$ cat config.mk
export PLATFORM = sky130hd
export DESIGN_NAME = soft_rst_ctrl
export DESIGN_NICKNAME = d
export VERILOG_FILES = /design/src/rtl/rst_ctrl_pkg.sv /design/src/rtl/soft_rst_ctrl.sv
export SDC_FILE = /design/constraint.sdc
export NUM_CORES = 1
export LEC_CHECK = 0
export CORE_MARGIN = 2
export CORE_UTILIZATION = 48
export DETAILED_ROUTE_END_ITERATION = 8
export PLACE_DENSITY_LB_ADDON = 0.12
export SLEW_MARGIN = 20
export SYNTH_ARGS = -nofsm -noshare
export SYNTH_HDL_FRONTEND = slang
export SYNTH_SLANG_ARGS = --single-unit
$ cat constraint.sdc
create_clock -name clk -period 1.8 [get_ports clk]
set_clock_uncertainty 0.05 [all_clocks]
set_input_delay 0.54 -clock clk [delete_from_list [all_inputs] [get_ports clk]]
set_output_delay 0.54 -clock clk [all_outputs]
set_load 0.01 [all_outputs]
$ cat src/rtl/rst_ctrl_pkg.sv
// -----------------------------------------------------------------------------
// rst_ctrl_pkg
//   Shared types and helpers for the soft reset controller.
//   - soft_rst_state_t : sequencing states of the controller FSM
//   - MIN_PULSE_LEN    : shortest soft_rst pulse ever issued; it must outlast
//                        the one-register delay inside the reset generator
//   - clamp_len()      : maps a requested pulse length onto the pulse that is
//                        actually driven (0 selects the default length)
// -----------------------------------------------------------------------------
package rst_ctrl_pkg;

    typedef enum logic [2:0] {
        IDLE    = 3'd0,
        ASSERT  = 3'd1,
        RELEASE = 3'd2,
        QUIET   = 3'd3,
        DONE    = 3'd4
    } soft_rst_state_t;

    localparam int unsigned MIN_PULSE_LEN = 2;

    // A zero request means "use the default"; anything shorter than the
    // minimum is stretched so the generator is guaranteed to see the pulse.
    function automatic int unsigned clamp_len(
        input int unsigned req_len,
        input int unsigned def_len
    );
        if (req_len == 0) begin
            return def_len;
        end else if (req_len < MIN_PULSE_LEN) begin
            return MIN_PULSE_LEN;
        end else begin
            return req_len;
        end
    endfunction

endpackage

$ cat src/rtl/soft_rst_ctrl.sv
// -----------------------------------------------------------------------------
// soft_rst_ctrl
//   Issues the soft reset request to the system reset generator and confirms
//   that the generated system reset really went low and came back high.
//   The block runs on the external clk/rst_n only, never on sys_rst_n, so it
//   keeps its state through the reset it requests.
//
//   Ports
//     clk         in   system clock
//     rst_n       in   external reset, asynchronous, active-low
//     req_valid   in   soft reset command valid
//     req_ready   out  command accepted when req_valid && req_ready (IDLE only)
//     req_len     in   soft_rst pulse length in cycles, 0 selects PULSE_LEN_DEF
//     soft_rst    out  registered soft reset request, active-high
//     sys_rst_n   in   generated system reset, fed back for confirmation
//     busy        out  high whenever a sequence is in progress
//     done_valid  out  completion response valid
//     done_ready  in   completion consumed when done_valid && done_ready
//     done_err    out  a timeout occurred during the sequence
//
//   Sequence: IDLE -> ASSERT (pulse) -> RELEASE (wait for sys_rst_n high)
//             -> QUIET (sys_rst_n must stay high QUIET_CYC cycles) -> DONE.
// -----------------------------------------------------------------------------
module soft_rst_ctrl
    import rst_ctrl_pkg::*;
#(
    parameter int          LEN_W         = 8,
    parameter int unsigned PULSE_LEN_DEF = 16,
    parameter int unsigned QUIET_CYC     = 8,
    parameter int unsigned TIMEOUT_CYC   = 64
) (
    input  logic             clk,
    input  logic             rst_n,
    input  logic             req_valid,
    output logic             req_ready,
    input  logic [LEN_W-1:0] req_len,
    output logic             soft_rst,
    input  logic             sys_rst_n,
    output logic             busy,
    output logic             done_valid,
    input  logic             done_ready,
    output logic             done_err
);

    localparam int CNT_W = $clog2(TIMEOUT_CYC + 1);

    localparam logic [CNT_W-1:0] TMO_LAST   = CNT_W'(TIMEOUT_CYC - 1);
    localparam logic [CNT_W-1:0] TMO_MAX    = '1;
    localparam logic [LEN_W-1:0] QUIET_LAST = LEN_W'(QUIET_CYC - 1);
    localparam logic [LEN_W-1:0] CNT_ONE    = LEN_W'(1);

    // -------------------------------------------------------------------------
    // State, counters and registered outputs
    // -------------------------------------------------------------------------
    soft_rst_state_t  r_state;
    soft_rst_state_t  w_state_next;

    // Shared counter: pulse cycles remaining in ASSERT, consecutive
    // high cycles of sys_rst_n in QUIET.
    logic [LEN_W-1:0] r_cnt;
    // Cycles spent in the current state; cleared on every state entry.
    logic [CNT_W-1:0] r_tmo;
    logic             r_seen_low;
    logic             r_err;
    logic             w_err_next;

    logic             r_soft_rst;
    logic             r_req_ready;
    logic             r_busy;
    logic             r_done_valid;
    logic             r_done_err;

    logic             w_soft_rst_next;
    logic             w_req_ready_next;
    logic             w_busy_next;
    logic             w_done_valid_next;
    logic             w_done_err_next;

    // -------------------------------------------------------------------------
    // Decodes
    // -------------------------------------------------------------------------
    logic             w_accept;
    logic             w_seen_now;
    logic             w_pulse_end;
    logic             w_tmo_hit;
    logic             w_quiet_end;
    logic [LEN_W-1:0] w_len_clamped;

    // req_ready is a register that is low straight out of reset, so the
    // handshake is qualified with it rather than with the IDLE decode alone.
    assign w_accept      = (r_state == IDLE) && r_req_ready && req_valid;
    // The generator may already be (or just now be) holding sys_rst_n low.
    assign w_seen_now    = r_seen_low || !sys_rst_n;
    // r_cnt is loaded with the pulse length and reaches 1 on the last
    // programmed cycle; it sits at 0 while ASSERT is being extended.
    assign w_pulse_end   = (r_cnt <= CNT_ONE);
    assign w_tmo_hit     = (r_tmo == TMO_LAST);
    assign w_quiet_end   = sys_rst_n && (r_cnt == QUIET_LAST);
    assign w_len_clamped = LEN_W'(clamp_len(32'(req_len), PULSE_LEN_DEF));

    // -------------------------------------------------------------------------
    // FSM: state register (with registered outputs)
    // -------------------------------------------------------------------------
    always_ff @(posedge clk or negedge rst_n) begin
        if (!rst_n) begin
            r_state      <= IDLE;
            r_err        <= 1'b0;
            r_soft_rst   <= 1'b0;
            r_req_ready  <= 1'b0;
            r_busy       <= 1'b0;
            r_done_valid <= 1'b0;
            r_done_err   <= 1'b0;
        end else begin
            r_state      <= w_state_next;
            r_err        <= w_err_next;
            r_soft_rst   <= w_soft_rst_next;
            r_req_ready  <= w_req_ready_next;
            r_busy       <= w_busy_next;
            r_done_valid <= w_done_valid_next;
            r_done_err   <= w_done_err_next;
        end
    end

    // -------------------------------------------------------------------------
    // FSM: next-state logic
    // -------------------------------------------------------------------------
    always_comb begin
        w_state_next = r_state;
        w_err_next   = r_err;
        unique case (r_state)
            IDLE: begin
                if (w_accept) begin
                    w_state_next = ASSERT;
                    w_err_next   = 1'b0;
                end
            end
            ASSERT: begin
                // Normal exit once the programmed length has elapsed and the
                // generator has responded; otherwise keep the request up
                // until it does or the timeout expires.
                if (w_pulse_end && w_seen_now) begin
                    w_state_next = RELEASE;
                end else if (!w_seen_now && w_tmo_hit) begin
                    w_state_next = RELEASE;
                    w_err_next   = 1'b1;
                end
            end
            RELEASE: begin
                if (sys_rst_n) begin
                    w_state_next = QUIET;
                end else if (w_tmo_hit) begin
                    w_state_next = DONE;
                    w_err_next   = 1'b1;
                end
            end
            QUIET: begin
                if (w_quiet_end) begin
                    w_state_next = DONE;
                end
            end
            DONE: begin
                if (done_ready) begin
                    w_state_next = IDLE;
                    w_err_next   = 1'b0;
                end
            end
            default: begin
                w_state_next = IDLE;
                w_err_next   = 1'b0;
            end
        endcase
    end

    // -------------------------------------------------------------------------
    // FSM: output decode of the next state, registered above so every output
    // is a flop with no combinational path from the inputs.
    // -------------------------------------------------------------------------
    always_comb begin
        w_soft_rst_next   = (w_state_next == ASSERT);
        w_req_ready_next  = (w_state_next == IDLE);
        w_busy_next       = (w_state_next != IDLE);
        w_done_valid_next = (w_state_next == DONE);
        w_done_err_next   = (w_state_next == DONE) && w_err_next;
    end

    // -------------------------------------------------------------------------
    // Counters and the sys_rst_n low flag
    // -------------------------------------------------------------------------
    always_ff @(posedge clk or negedge rst_n) begin
        if (!rst_n) begin
            r_cnt      <= '0;
            r_tmo      <= '0;
            r_seen_low <= 1'b0;
        end else begin
            // Saturating so very long pulses cannot wrap it back onto the
            // timeout value.
            if (w_state_next != r_state) begin
                r_tmo <= '0;
            end else if (r_tmo != TMO_MAX) begin
                r_tmo <= r_tmo + CNT_W'(1);
            end

            case (r_state)
                IDLE: begin
                    r_cnt      <= w_accept ? w_len_clamped : '0;
                    // An external reset already in progress counts as the
                    // generator having responded.
                    r_seen_low <= w_accept && !sys_rst_n;
                end
                ASSERT: begin
                    r_seen_low <= w_seen_now;
                    if (w_state_next != ASSERT) begin
                        r_cnt <= '0;
                    end else if (r_cnt != '0) begin
                        r_cnt <= r_cnt - CNT_ONE;
                    end
                end
                QUIET: begin
                    r_seen_low <= 1'b0;
                    // Any low cycle restarts the quiet window, so completion
                    // needs QUIET_CYC consecutive high cycles.
                    if (!sys_rst_n || (w_state_next != QUIET)) begin
                        r_cnt <= '0;
                    end else begin
                        r_cnt <= r_cnt + CNT_ONE;
                    end
                end
                default: begin
                    r_cnt      <= '0;
                    r_seen_low <= 1'b0;
                end
            endcase
        end
    end

    assign soft_rst   = r_soft_rst;
    assign req_ready  = r_req_ready;
    assign busy       = r_busy;
    assign done_valid = r_done_valid;
    assign done_err   = r_done_err;

endmodule

==> Word level (Yosys, flattened, before mapping) <==
Cells that the tools add are included.
W data, S select, Z words.
{ "word_totals": {"reg_bits": 25, "output_inout_bits": 5} }
{ "classes": {"add_sub_neg": 3, "order_cmp": 2, "eq_ne": 13, "muxes": 25, "n_reduce_logical": 17} }
{ "op_table": {"columns": ["op", "count"], "rows": [
  ["$mux W8", 6],
  ["$pmux W8 S3", 1],
  ["$mux W3", 7],
  ["$pmux W3 S5", 1],
  ["$mux W7", 2],
  ["$add A8 B1 Y8 const B", 1],
  ["$eq A8 B3 Y1 const B", 1],
  ["$le A8 B1 Y1 const B", 1],
  ["$logic_not A8 Y1", 1],
  ["$lt A8 B2 Y1 const B", 1],
  ["$reduce_bool A8 Y1", 1],
  ["$sub A8 B1 Y8 const B", 1],
  ["$add A7 B1 Y7 const B", 1],
  ["$eq A7 B6 Y1 const B", 1],
  ["$logic_and A1 B1 Y1", 7],
  ["$ne A7 B7 Y1 const B", 1],
  ["$eq A3 B1 Y1 const B", 2],
  ["$eq A3 B2 Y1 const B", 2],
  ["$eq A3 B3 Y1 const B", 2],
  ["$logic_not A3 Y1", 2],
  ["$mux W1", 6],
  ["$pmux W1 S5", 1],
  ["$ne A3 B1 Y1 const B", 1],
  ["$ne A3 B2 Y1 const B", 1],
  ["7 further kinds", 9]
]} }

==> Longest topological paths before layout <==
{ "depth": {"word_depth": 11, "mapped_depth": 8, "depth_no_buf": 7} }

==> Worst setup path after synthesis <==
No wires, ideal clock.
{ "synth_timing": {"kind": "register to register", "startpoint": "register r_cnt[0]", "endpoint": "register r_tmo[2]", "setup_time_ps": 119, "arrival_time_ps": 1784, "required_ps": 1631, "setup_slack_ps": -154, "path_stages_with_launch": 7, "path_cell_list": "dfrtp_1 > ha_1 > nand4b_2 > nor4b_4 > o31ai_2 > o21a_4 > o21ba_2"} }
{ "synth_via": {"elab_chain_cells": 6, "elab_cells_between_ends": 10} }
{ "synth_lines": {"columns": ["element", "line", "text"], "rows": [
  ["start, declared", "soft_rst_ctrl.sv:60", "logic [LEN_W-1:0] r_cnt;"],
  ["start signal, assigned", "soft_rst_ctrl.sv:205", "r_cnt <= w_accept ? w_len_clamped : '0;"],
  ["start signal, assigned", "soft_rst_ctrl.sv:215", "r_cnt <= r_cnt - CNT_ONE;"],
  ["start signal, assigned", "soft_rst_ctrl.sv:225", "r_cnt <= r_cnt + CNT_ONE;"],
  ["$le A8 B1 Y1 / $eq A8 B3 Y1 (equally long branches)", "soft_rst_ctrl.sv:96, soft_rst_ctrl.sv:98", null],
  ["$logic_and A1 B1 Y1 (on tied branches)", "soft_rst_ctrl.sv:141, soft_rst_ctrl.sv:98", null],
  ["$mux W3 (on tied branches)", "soft_rst_ctrl.sv:141, soft_rst_ctrl.sv:157", null],
  ["$pmux W3 S5 *", "soft_rst_ctrl.sv:130", "unique case (r_state)"],
  ["$ne A3 B3 Y1 *", "soft_rst_ctrl.sv:197", "if (w_state_next != r_state) begin"],
  ["$mux W7 / $reduce_bool A2 Y1 (equally long branches)", null, null],
  ["end signal, assigned", "soft_rst_ctrl.sv:200", "r_tmo <= r_tmo + CNT_W'(1);"],
  ["end, declared", "soft_rst_ctrl.sv:62", "logic [CNT_W-1:0] r_tmo;"]
]} }
Mark *: on every way between the ends. The rest lies on a longest branch, timed or not.
A chain may end at the register's enable or synchronous reset.

==> Final worst setup path <==
Same ends and word-level chain as after synthesis.

==> run summary <==
The flow ran to the end, but the final reports show violations. The checks that failed: setup timing. The total routed wirelength came out at 4600 um. The worst hold slack came out at between 0.4 and 0.5 ns. Counting distinct cell types in the post-synthesis netlist gives between 40 and 50. The area of the mapped netlist came out at ~1700 um^2. The total power is 0.00271 W. The aggregate global-route resource usage is 24.0%. Counting every net in the synthesized netlist gives between 200 and 250.

The via count of the first global-routing pass is 1625. TritonCTS built the clock tree. The min-delay analysis places its worst path in the category reg -> reg.

The maximum net fanout on the critical path came out at 7. At the worst endpoint, the required time is 2.01 ns. The aggregate global routing overflow came out at 0. The die is 64.1 um tall. The total via count after detailed routing came out at 1681. The wire length of the first global-routing pass came out at around 7700 um.

The number of DRC markers in iteration 0 is 151. The ratio of total power to cell area came out at 1130 nW/um^2. The largest net degree at the start of global routing is 26. The per-cell via count in the routed design came out at 5.80. During synthesis, Yosys emitted a total of 0 warnings.

The initial utilization of the core area, before any placement, comes to between 50% and 60%. The number of sinks driven by the clock tree came out at 25. The worst hold path depth came out at 2. The worst reg2reg path depth is 7. The number of rows created at floorplan is 21. The overall die width came out at 64.1 um.

The slack of the worst reg-to-reg path is -0.09 ns. The worst hold path begins at r_seen_low. The maximum achievable frequency is roughly 530 MHz. The detailed placement HPWL came out at 3450 um. The final critical-path required period is ~1.9 ns. After clock tree synthesis, the clock-pin slew on the worst setup and hold paths is roughly 0.16 ns. The count of final setup violators came out at 12. The number of antenna diodes in the final layout is 0. The final critical-path share of the clock period came out at 105%.

At the pin with the least slew margin, the transition time is 0.362 ns. The worst hold path terminates at r_seen_low. During I/O placement, the number of pins put on the boundary was 18.

After layout, the worst setup slack is -0.0911 ns. Clock tree synthesis selected as its root buffer the cell sky130_fd_sc_hd__clkbuf_4. Of the cells placed in the final design, the portion with a size suffix greater than 1 is 35.2%.

The worst-case setup slack after placement is -0.613 ns. Compared with the post-synthesis result, the final layout area differs by 38.0%. The most area-hungry cell type in the Yosys netlist is sky130_fd_sc_hd__dfrtp_1.

The number of buffers created by CTS is 3. For this design the static power due to leakage is 1.12 nW. The initial antenna violation count came out at 0. The endpoint of the worst-slack reg-to-reg timing path is r_tmo[2]. For the final routed database, the setup TNS stands at -0.676 ns. A synthesized cell averages approximately 9.4 um^2. The final weighted congestion of routability-driven global placement is just under 0.9. CTS built an H-tree with a depth of 1.

The dominant register cell in the synthesized netlist is sky130_fd_sc_hd__dfrtp_1. Summing the sequential cell areas from Yosys gives 36.0% of the chip area. Sorting the synthesized cells by area gives the leading types as sky130_fd_sc_hd__dfrtp_1 36%, sky130_fd_sc_hd__nand2_1 4.8%, sky130_fd_sc_hd__ha_1 3.6%, sky130_fd_sc_hd__xor2_1 3.5%, sky130_fd_sc_hd__nor2_1 3.2%.

The peak ir drop on the vdd network came out at 0.597 mV. The normalized max-slew margin is 75.8%. The final hold violation count is 0. The number of port buffers came out at 17. For the worst setup path, the data arrival time is 2.10 ns.

The clock reaches the later pin of the worst-skew pair after around 0.34 ns. The worst register-to-register path begins at r_cnt[0]. The core region area came out at 3420 um^2. The area taken by multi-input logic gates is 1140 um^2. The sequential cells in the finished layout cover a total of between 600 and 700 um^2. The count of nets left with antenna violations once routing finished came out at 0. The area fraction of the dominant cell type after synthesis came out at 36.0%. The critical path is of the reg -> reg type. The number of synthesized flops with an enable pin is 0. The fill cell instance count of the final layout is 269.

Across the run, the number of max-cap violations was 0. The number of nets in the final layout came out at 263. The longest clock path from root to sink contains 2 buffers. The async set-or-reset flop fraction in the synthesized netlist came out at 100%.

The detail-routed net length per standard cell came out at 15.9 um. The register bit total from synthesis came out at 25. The gate count after technology mapping is ~180. The startpoint kind of the worst setup timing path is a flop. Setup repair after global routing could not meet its margin everywhere. The first detailed-routing pass ran for 4 iterations. The remaining design rule violation count came out at 0.

The nature of the critical path endpoint is a flop. The count of pins over their slew limit came out at 0. The floorplan die area is 4110 um^2.
repair_timing:
action | in CTS | in global routing
gates resized for setup | 17 | 9
setup endpoints to repair | 28 | 19
pin swaps | 13 | 14
hold buffers | 0 | 0
setup buffers | 1 | 3
report_power, final:
part,switching (W),internal [W]
registers,0.000138,0.000674
logic,0.000805,0.000809
clock network,0.000195,0.0000855
total,0.00114,0.00157
per-stage QoR:
step	cell area [um^2]	util [%]	instances
6_report	2390	70.1	290
5_1_grt	2390	70.1	290
4_1_cts	2330	68.4	287
3_5_place_dp	2270	66.4	282
3_3_place_gp	2270	66.4	282
2_1_floorplan	1770	-	184
cells in the mapped netlist, drive strengths merged (3+ instances only):
library cell and n:
dfrtp 25, nand2 22, nor2 15, nand3 10, nor3 10, o21ai 7, xor2 7, o21a 6
xnor2 6, a21oi 5, a222oi 5, buf 5, ha 5, inv 5, nand2b 5, and3 4
a22oi 3, clkbuf 3, nor4 3, nor4b 3, o21ba 3, o31ai 3
layer usage:
metal  global-route usage [%]  up-vias  part of all wire (%)
met2                     38.3       64                    47
li1                         -      792                     -
met4                     10.1        0                   2.2
met3                     3.17       11                   7.4
met1                     32.7      814                    44
met5                        0        -                     0
registers in the layout, indices dropped and copies added (netlist names):
| name | flops |
|---|---|
| r_cnt | 8 |
| r_tmo | 7 |
| r_state | 3 |
| busy | 1 |
| done_err | 1 |
| done_valid | 1 |
| r_err | 1 |
| r_seen_low | 1 |
| req_ready | 1 |
| soft_rst | 1 |
layout by cell type, fill, tap and decap left out, drive strengths merged, types with 2 or more instances in the layout:
cell type      Yosys  final
nand4              2      2
mux2               2      2
o211ai             2      2
a222oi             5      5
o21a               6      6
ha                 5      5
nor4b              3      3
dlygate4sd2        0      6
and3               4      4
inv                5      5
clkbuf             3      3
nand2b             5      5
o21ai              7      7
nor2              15     15
a22oi              3      3
nor3              10     10
clkdlybuf4s50      0     11
a21oi              5      5
xnor2              6      6
nor3b              2      2
o31ai              3      3
a21o               2      2
nor2b              2      2
xor2               7      7
o21ba              3      3
buf                5     47
nor4               3      3
nand3             10     10
dfrtp             25     25
nand2             22     22
critical path, stage by stage (launching register included):
cell and delay [ns]:
sky130_fd_sc_hd__dfrtp_2 0.47, sky130_fd_sc_hd__ha_4 0.18, sky130_fd_sc_hd__nand4b_4 0.12, sky130_fd_sc_hd__nor4b_4 0.24, sky130_fd_sc_hd__buf_6 0.17, sky130_fd_sc_hd__o31ai_4 0.09
sky130_fd_sc_hd__o21a_4 0.27, sky130_fd_sc_hd__o21ba_2 0.22
cells by family (layout without fill, tap and decap cells):
kind of cell,count (synthesis),after routing,share of synthesized area (%)
adders and majority gates,5,5,3.60
buffers and inverters,13,73,4.04
and+or+nand+nor,85,85,29.1
xor gates and xnor gates,13,13,6.56
DFF,25,25,36.0
AOI/OAI and AO/OA,41,41,19.4
muxes,2,2,1.30
layout make-up:
class                           count  area share [%]
Clock buffer                        3           0.940
Clock inverter                      1           0.313
Inverter                            5           0.888
Multi-Input combinational cell    146            47.5
Sequential cell                    25            26.3
Tap cell                           46            2.40
Timing Repair Buffer               64            21.7
how the worst max path moves through the flow:
stage          slack, ns      start        to  cells past startpoint
3_3_place_gp       -0.55  sys_rst_n  r_tmo[2]                      7
3_5_place_dp       -0.61  sys_rst_n  r_tmo[2]                      7
2_1_floorplan      -0.04   r_cnt[0]  r_cnt[6]                      6
5_1_grt            -0.18   r_cnt[0]  r_cnt[0]                      7
4_1_cts            -0.07   r_cnt[0]  r_tmo[2]                      8
6_report           -0.09   r_cnt[0]  r_tmo[2]                      7
Power figures use the tool's default switching activity.
